`src/rtl/mdu_pkg.sv`:
```
// Shared constants for the sequential MIPS multiplier (state encoding, widths)
// plus the operand magnitude helper used by the signed build.
package mdu_pkg;

  localparam int MDU_WIDTH = 32;
  localparam int MDU_ITER  = 32;
  localparam int MDU_CNT_W = 6;

  localparam logic [1:0] ST_IDLE  = 2'd0;
  localparam logic [1:0] ST_CALC  = 2'd1;
  localparam logic [1:0] ST_WRITE = 2'd2;

  typedef logic [MDU_CNT_W-1:0] mdu_cnt_t;

  // 0x80000000 maps onto itself, which is the correct unsigned magnitude.
  function automatic logic [MDU_WIDTH-1:0] mdu_abs(input logic [MDU_WIDTH-1:0] v,
                                                   input logic                 sgn);
    return (sgn && v[MDU_WIDTH-1]) ? (~v + 1'b1) : v;
  endfunction

endpackage

```
`src/rtl/adder_32bit.sv`:
```
// Plain 32-bit ripple/inferred adder with carry in and carry out; the
// iteration adder of the sequential multiplier.
module adder_32bit (
  input  logic [31:0] a,
  input  logic [31:0] b,
  input  logic        c_in,
  output logic [31:0] s,
  output logic        c_out
);

  assign {c_out, s} = {1'b0, a} + {1'b0, b} + {32'b0, c_in};

endmodule

```
`src/rtl/mdu_mult_seq.sv`:
```
// Iterative shift-add 32x32 multiplier feeding HI/LO (33-cycle latency).
// Define MDU_SIGNED_EN to honour is_signed (MULT); otherwise everything is MULTU.
module mdu_mult_seq
  import mdu_pkg::*;
#(
  parameter int WIDTH = 32
) (
  input  logic             clk,
  input  logic             rst_n,
  input  logic             start,
  input  logic             is_signed,
  input  logic [WIDTH-1:0] op_a,
  input  logic [WIDTH-1:0] op_b,
  input  logic             flush,
  output logic             busy,
  output logic             done,
  output logic [WIDTH-1:0] hi,
  output logic [WIDTH-1:0] lo
);

  generate
    if (WIDTH != MDU_WIDTH) begin : g_width_chk
      $error("mdu_mult_seq: only WIDTH=32 is supported by adder_32bit");
    end
  endgenerate

  logic [1:0]           state_q, state_d;
  logic [2*WIDTH-1:0]   p_q, p_d;
  logic [WIDTH-1:0]     m_q, m_d;
  mdu_cnt_t             count_q, count_d;
  logic [WIDTH-1:0]     hi_q, hi_d, lo_q, lo_d;
  logic                 done_q, done_d;

  logic                 accept;
  logic [WIDTH-1:0]     a_mag, b_mag;
  logic [2*WIDTH-1:0]   result;
  logic [WIDTH-1:0]     add_s;
  logic                 add_c;
  logic [WIDTH-1:0]     step_s;
  logic                 step_c;

  assign accept = (state_q == ST_IDLE) && start && !flush;

`ifdef MDU_SIGNED_EN
  logic neg_q;
  logic neg_in;

  assign a_mag  = mdu_abs(op_a, is_signed);
  assign b_mag  = mdu_abs(op_b, is_signed);
  assign neg_in = is_signed & (op_a[WIDTH-1] ^ op_b[WIDTH-1]);
  assign result = neg_q ? (~p_q + 64'd1) : p_q;

  always_ff @(posedge clk or negedge rst_n) begin
    if (!rst_n)      neg_q <= 1'b0;
    else if (accept) neg_q <= neg_in;
  end
`else
  logic unused_signed;

  assign a_mag         = op_a;
  assign b_mag         = op_b;
  assign result        = p_q;
  assign unused_signed = is_signed;
`endif

  adder_32bit u_add (
    .a     (p_q[2*WIDTH-1:WIDTH]),
    .b     (m_q),
    .c_in  (1'b0),
    .s     (add_s),
    .c_out (add_c)
  );

  // Multiplier LSB selects add-or-pass; the carry becomes the new MSB on shift.
  assign step_s = p_q[0] ? add_s : p_q[2*WIDTH-1:WIDTH];
  assign step_c = p_q[0] ? add_c : 1'b0;

  always_comb begin
    state_d = state_q;
    p_d     = p_q;
    m_d     = m_q;
    count_d = count_q;
    hi_d    = hi_q;
    lo_d    = lo_q;
    done_d  = 1'b0;
    case (state_q)
      ST_IDLE: begin
        if (accept) begin
          p_d     = {{WIDTH{1'b0}}, b_mag};
          m_d     = a_mag;
          count_d = '0;
          state_d = ST_CALC;
        end
      end
      ST_CALC: begin
        if (flush) begin
          state_d = ST_IDLE;
        end else begin
          p_d     = {step_c, step_s, p_q[WIDTH-1:1]};
          count_d = count_q + mdu_cnt_t'(1);
          if (count_q == mdu_cnt_t'(MDU_ITER-1)) state_d = ST_WRITE;
        end
      end
      ST_WRITE: begin
        state_d = ST_IDLE;
        if (!flush) begin
          {hi_d, lo_d} = result;
          done_d       = 1'b1;
        end
      end
      default: state_d = ST_IDLE;
    endcase
  end

  always_ff @(posedge clk or negedge rst_n) begin
    if (!rst_n) begin
      state_q <= ST_IDLE;
      p_q     <= '0;
      m_q     <= '0;
      count_q <= '0;
      hi_q    <= '0;
      lo_q    <= '0;
      done_q  <= 1'b0;
    end else begin
      state_q <= state_d;
      p_q     <= p_d;
      m_q     <= m_d;
      count_q <= count_d;
      hi_q    <= hi_d;
      lo_q    <= lo_d;
      done_q  <= done_d;
    end
  end

  assign busy = (state_q != ST_IDLE);
  assign done = done_q;
  assign hi   = hi_q;
  assign lo   = lo_q;

endmodule

```
`config.mk`:
```
export PLATFORM = sky130hd
export DESIGN_NAME = mdu_mult_seq
export DESIGN_NICKNAME = d
export VERILOG_FILES = /design/src/rtl/mdu_pkg.sv /design/src/rtl/adder_32bit.sv /design/src/rtl/mdu_mult_seq.sv
export SDC_FILE = /design/constraint.sdc
export NUM_CORES = 1
export LEC_CHECK = 0
export ABC_AREA = 1
export CAP_MARGIN = 20
export CELL_PAD_IN_SITES_DETAIL_PLACEMENT = 1
export CELL_PAD_IN_SITES_GLOBAL_PLACEMENT = 1
export CORE_MARGIN = 4
export CORE_UTILIZATION = 43
export DETAILED_ROUTE_END_ITERATION = 12
export GPL_TIMING_DRIVEN = 0
export PLACE_DENSITY = 0.91
export SYNTH_ARGS = -nofsm -noshare
export SYNTH_HDL_FRONTEND = slang
export SYNTH_SLANG_ARGS = --single-unit
export TNS_END_PERCENT = 10
```
`constraint.sdc`:
```
create_clock -name clk -period 3.3 [get_ports clk]
set_input_delay 0.99 -clock clk [delete_from_list [all_inputs] [get_ports clk]]
set_output_delay 0.99 -clock clk [all_outputs]
set_load 0.02 [all_outputs]
```
==> flow_metrics.env <==
export IMPL_grt_pass1_vias=9734
export IMPL_hold_viol=0
export IMPL_setup_viol=0
export IMPL_final_max_slew_viol_count=0
export IMPL_grt_max_degree=104
export IMPL_synthesis_area_sq_mm=0.009358
export IMPL_synth_area_top_cells="dfrtp_1 (45%), nand2_1 (18%), inv_1 (7.8%)"
export IMPL_cap_violations=0
export IMPL_cts_root_buf="clkbuf_16"
export IMPL_cpPeakStageDelay_ns=0.57
export IMPL_drt_total_wl_mm=32.31
export IMPL_p_seq_share_pct=33.7
export IMPL_p_sw_mw=4.378
export IMPL_ant_nets=0
export IMPL_multi_input_area_sq_mm=0.004131
export IMPL_end_kind="primary output"
export IMPL_synth_seq_area_share_pct=45.19
export IMPL_clk_pin_slew_ns=0.07
export IMPL_synth_seq_cells=169
export IMPL_hold_depth=2
export IMPL_syn_to_final_growth_pct=24.74
export IMPL_power_frac_comb_pct=45.1
export IMPL_tns_ns=0
export IMPL_r2r_start="p_q[32]"
export IMPL_min_from="m_q[10]"
export IMPL_seq_area_sq_mm=0.004229
export IMPL_place_congestion=0.9531
export IMPL_slew_headroom_pct=56.53
export IMPL_rows=53
export IMPL_drcViolationCount=0
export IMPL_yosys_area_top_type="dfrtp_1"
export IMPL_outcome="finished clean"
export IMPL_post_cts_setup_buffer_count=0
export IMPL_required_ns=2.31
export IMPL_vias=9024
export IMPL_clk_insertion_delay_late_ns=0.45
export IMPL_p_sw_share_pct=43.46
export IMPL_cts_sinks=169
export IMPL_worstMarginPinSlew_ns=0.6520
export IMPL_p_clk_share_pct=21.2
export IMPL_core_sq_mm=0.02122
export IMPL_synth_nets=1366
export IMPL_avgSynthCellArea_sq_um=7.409
export IMPL_period_minus_slack_ns=2.777
export IMPL_finalCritPeriodShare_pct=84.16
export IMPL_hold_class="register to register"
export IMPL_grt_pass1_wl_mm=51.86
export IMPL_ios=135
export IMPL_fmax_mhz=360.1
export IMPL_worstSetupStartpointType="register"
export IMPL_viasPerCell=5.299
export IMPL_crit_slowest_cell="clkdlybuf4s50_1"
export IMPL_fillers=2657
export IMPL_rr_worst_depth=12
export IMPL_power_density_mw_per_mm2=863.1
export IMPL_synth_edf_count=0
export IMPL_die_x_microns=155.5
export IMPL_antenna_found_initial=0
export IMPL_htree_levels=4
export IMPL_cp_cell_sequence="or2_4 > clkdlybuf4s50_1"
export IMPL_r2r_end="p_q[55]"
export IMPL_dp_hpwl_mm=23.58
export IMPL_floorplan_initialDensity_pct=44.10
export IMPL_finalNetCount=1519
export IMPL_die_y_microns=155.5
export IMPL_layout_drive_gt1_share_pct=6.793
export IMPL_p_leak_nw=6.077
export IMPL_routedWlPerCell_microns=18.97
export IMPL_rrSetupSlack_ns=0.87
export IMPL_cts_resized=0
export IMPL_numCtsBuffers=17
export IMPL_clock_skew_ns=0.01525
export IMPL_syn_inst=1263
export IMPL_cts_hold_fix_buffers=0
export IMPL_yosysWarnings=0
export IMPL_n_antenna_cell=0
export IMPL_drt_pass1_iterations=6
export IMPL_track_usage_pct=27.06
export IMPL_ys_flop_type="dfrtp_1"
export IMPL_grt_setup_unrepaired="no"
export IMPL_synth_top_area_share_pct=45.19
export IMPL_clock_path_buffers=2
export IMPL_holdPathEnd="m_q[10]"
export IMPL_peakVddDrop_v=0.0003876
export IMPL_grt_overflow=0
export IMPL_path_class="register to primary output"
export IMPL_synth_cell_type_count=39
export IMPL_cp_max_fo=3
export IMPL_async_flop_share_pct=100.0
export IMPL_drtIter0Drc=541
export IMPL_hold_slack_ns=0.4752
export IMPL_arrival_ns=1.79
export IMPL_cts_tree="done"
export IMPL_dieArea_sq_mm=0.02419
export IMPL_numPortBuffers=133
export IMPL_intPower_mw=5.696
[stage by stage]
stage / total power, mW / setup slack, ns / util [%] / cell area, sq um / cells
after CTS: 10.07 / 0.5186 / 55.01 / 11670 / 1703
after global placement: 7.563 / -5.757 / 51.99 / 11030 / 1671
final: 10.07 / 0.5228 / 55.01 / 11670 / 1703
after detailed placement: 7.842 / 0.5648 / 52.15 / 11070 / 1672
after floorplan: 5.913 / 1.426 / - / 9358 / 1263
after global routing: 10.69 / 0.5075 / 55.01 / 11670 / 1703
[layout make-up]
class                           instances  area share, %
Clock buffer                           17          3.645
Multi-Input combinational cell        849          35.40
Timing Repair Buffer                  134          11.68
Inverter                              200          6.432
Sequential cell                       169          36.23
Tap cell                              275          2.948
Buffer                                 45          2.112
Clock inverter                         14          1.554
[power by group through the flow]
stage,combinational [mW],sequential [mW],clock [mW]
4_1_cts,4.54,3.38,2.14
3_5_place_dp,4.43,3.41,0
2_1_floorplan,2.21,3.70,0
5_1_grt,4.98,3.48,2.23
6_report,4.55,3.39,2.13
3_3_place_gp,4.22,3.34,0
[worst max-delay path, delay by kind of cell, from the launching register on]
kind,cells,cell delay [ns]
flops,1,0.46
simple gates,1,0.32
buf+inv,1,0.57
[state kept, by name, indices dropped and copies added (netlist names)]
signal   flops
p_q         64
hi          32
lo          32
m_q         32
count_q      6
state_q      2
done         1
[worst max path at each step]
stage | start | depth (start not counted) | endpoint | slack [ns]
floorplan | p_q[32] | 12 | p_q[47] | 1.43
global placement | rst_n | 1 | p_q[8] | -5.76
detailed placement | flush | 7 | p_q[60] | 0.56
CTS | state_q[0] | 2 | busy | 0.52
global route | state_q[0] | 2 | busy | 0.51
finish | state_q[0] | 2 | busy | 0.52
[layout by cell type (no fill, tap or decap), types with 3 or more instances in the layout]
cell type,Yosys,routed
a21oi_1,51,51
a22oi_1,22,22
buf_2,20,20
buf_4,4,4
buf_6,5,5
clkbuf_1,15,15
clkbuf_16,0,17
clkdlybuf4s50_1,0,132
clkinvlp_4,0,3
dfrtp_1,169,169
ha_1,33,33
inv_1,194,194
inv_2,6,6
inv_6,0,3
inv_8,0,5
nand2_1,458,458
nand2_2,10,10
nand3_1,39,39
nand3_2,5,5
nor2_1,47,47
nor2_2,5,5
nor2_8,3,3
nor3_2,5,5
o21ai_0,80,80
o21ai_1,61,61
xor2_1,11,11
[cell usage after synthesis (2+ instances only)]
cell,instances
nand2_1,458
inv_1,194
dfrtp_1,169
o21ai_0,80
o21ai_1,61
a21oi_1,51
nor2_1,47
nand3_1,39
ha_1,33
a22oi_1,22
buf_2,20
clkbuf_1,15
xor2_1,11
nand2_2,10
inv_2,6
buf_6,5
nand3_2,5
nor2_2,5
nor3_2,5
buf_4,4
nor2_8,3
and2_1,2
nor3_1,2
[kinds of logic after synthesis]
group	Yosys count	share of synthesized area, %
AOI/OAI and AO/OA	222	12.69
adders and majority gates	34	4.626
and+or+nand+nor	580	25.61
DFF	169	45.19
xor gates and xnor gates	12	1.123
muxes	1	0.1070
buffers and inverters	245	10.66
[layer usage]
metal	vias up	routed length [microns]	share of wire, %	global-route usage, %
met2	279	16390	51	48.39
met5	-	0	0	0
met4	0	783	2.4	8.795
met3	68	1374	4.3	3.533
met1	4435	13760	43	33.93
li1	4242	-	-	-
Note: power is estimated with default switching activity, not from simulation.
==> edit (same settings) <==
Put one more register stage on the output `hi`, cleared by the reset. The value now appears one clock later. The other outputs are not delayed to match.
--- a/src/rtl/mdu_mult_seq.sv
+++ b/src/rtl/mdu_mult_seq.sv
@@ -135,5 +135,11 @@
   assign busy = (state_q != ST_IDLE);
   assign done = done_q;
-  assign hi   = hi_q;
+  always_ff @(posedge clk or negedge rst_n) begin
+    if (!rst_n) begin
+      hi <= '0;
+    end else begin
+      hi <= hi_q;
+    end
+  end
   assign lo   = lo_q;
 
Behaviour: no difference found for any inputs over 10 cycles, from zero or initial values and one cycle with rst_n low; that may be too few to reach the edited logic, so the function may still have changed.
==> edit against the unedited design <==
  * Sequential share of layout area is 3.3 points higher
  * Largest power group is now registers
  * Clock skew shrank 2.5 ps
  * Routed wire length is 6.5% higher
  * Cell area rose by 9.0%
  * Sequential cell count grew 32
  * Critical path type unchanged
  * Count of clock-buffer cells in the layout increased by 13
  * Setup slack improved by 19 ps
  * Synthesized area is 9.1% higher
  * Total power down 18%
  * Highest routed layer unchanged
==> edit: results (changes against the unedited design) <==
status completed; XOR/XNOR Fraction of Synth Area 0.0112 (-0.0000781); Synth Net Count 1437 (+5.2%); initial antenna violation count 1 (+1); Post-synth top cells nand2_1 (496), dfrtp_1 (201), inv_1 (196); Max clock buf depth 3 (+1); total CTS buffers 22 (+5); placer congestion estimate 0.869 (-8.8%); mux share of post-synthesis cell area 0.000981 (-0.0000891); Detail Placement HPWL 24800 um (+5.1%); synth unique cells 37 (-5.1%); R2R cell count 9 (-3); peak supply drop 337 uV (-13%); Pre-Repair DR Iteration Count 5 (-1); Pleak 6.61 nW (+8.9%); first-pass GRT wire length 54900 um (+5.8%); post-synthesis sequential area ratio 0.493 (+0.0408); clock transition at the registers of the reported paths 60 ps; Slew @ Worst Pin 864 ps (+212 ps); Arr. time, crit path 1770 ps (-20 ps); nets 1595 (+5.0%); Worst-Skew Late Latency 500 ps (+50 ps); vias 9521 (+5.5%); H-tree depth 1 (-3); Total GRT Usage 0.261 (-0.0100); initial DRC count 447 (-17%); largest net degree at the start of global routing 112 (+7.7%); Final Skew 12.8 ps (-2.47 ps); synth top area cells dfrtp_1 (49%), nand2_1 (18%), inv_1 (7.2%); post-placement cell area 12000 um2 (+8.2%); post-synthesis adder-cell area fraction 0.0424 (-0.00386); DRT Wirelength 34400 um (+6.5%); vias in the first global route 10300 (+5.3%)
## edit: cell types whose count changed in the layout (fill, tap and decap cells not counted), moves of 21 or more
cell / before / now
o21ai_0: 80 / 133
nand2_1: 458 / 496
dfrtp_1: 169 / 201
o21ai_1: 61 / 31
a22oi_1: 22 / 1
## edit: metrics by stage
| stage | setup slack (ps) | std cells | hold WS [ps] |
|---|---|---|---|
| 2_1_floorplan | 1430 | 1334 | 354 |
| 3_3_place_gp | -6930 | 1786 | 360 |
| 6_report | 542 | 1826 | 374 |
| 4_1_cts | 524 | 1825 | 377 |
| 5_1_grt | 493 | 1826 | 376 |
| 3_5_place_dp | 513 | 1787 | 362 |
## edit: power by group through the flow
stage               clock, mW  combinational (mW)  sequential [mW]
CTS                      2.60                2.56             3.10
global placement            0                2.32             3.11
global route             2.72                2.88             3.14
floorplan                   0                1.60             3.07
finish                   2.58                2.58             3.12
detailed placement          0                2.49             3.13
## edit: layer usage
layer | GRT usage | vias to the layer above | wire, um
met5 | 0 | - | 0
met4 | 0.0704 | 0 | 826
met3 | 0.0381 | 66 | 2130
met2 | 0.475 | 338 | 17300
met1 | 0.324 | 4669 | 14100
li1 | - | 4448 | -
## edit: cell families (layout without fill, tap and decap cells)
group                    after synthesis  after routing
buffers and inverters                246            418
XOR/XNOR                              13             13
adder cells (fa/ha/maj)               34             34
AND/OR/NAND/NOR                      614            614
AO/OA/AOI/OAI                        225            225
flip-flops                           201            201
multiplexers                           1              1
other                                  0              1
## edit: final timing paths
| check | slack (ps) | from | to |
|---|---|---|---|
| min in group asynchronous | 560 | rst_n | m_q[5] |
| worst min-delay path | 370 | hi_q[8] | hi[8] |
| worst min register to register | 370 | hi_q[8] | hi[8] |
| worst max-delay path | 540 | state_q[0] | busy |
| max in group asynchronous | 1780 | rst_n | count_q[0] |
| worst max register to register | 820 | p_q[32] | p_q[43] |
## edit: cell type report
| class | count | area [um2] |
|---|---|---|
| Sequential cell | 201 | 5030 |
| Antenna cell | 1 | 2.50 |
| Clock inverter | 8 | 98.8 |
| Tap cell | 319 | 399 |
| Fill cell | 2943 | 10700 |
| Timing Repair Buffer | 134 | 1360 |
| Buffer | 47 | 225 |
| Inverter | 199 | 749 |
| Clock buffer | 30 | 652 |
| Multi-Input combinational cell | 887 | 4200 |
## edit: critical path, stage by stage, from the launching register on
cell	delay, ps
dfrtp_1	400
or2_4	290
clkdlybuf4s50_1	580
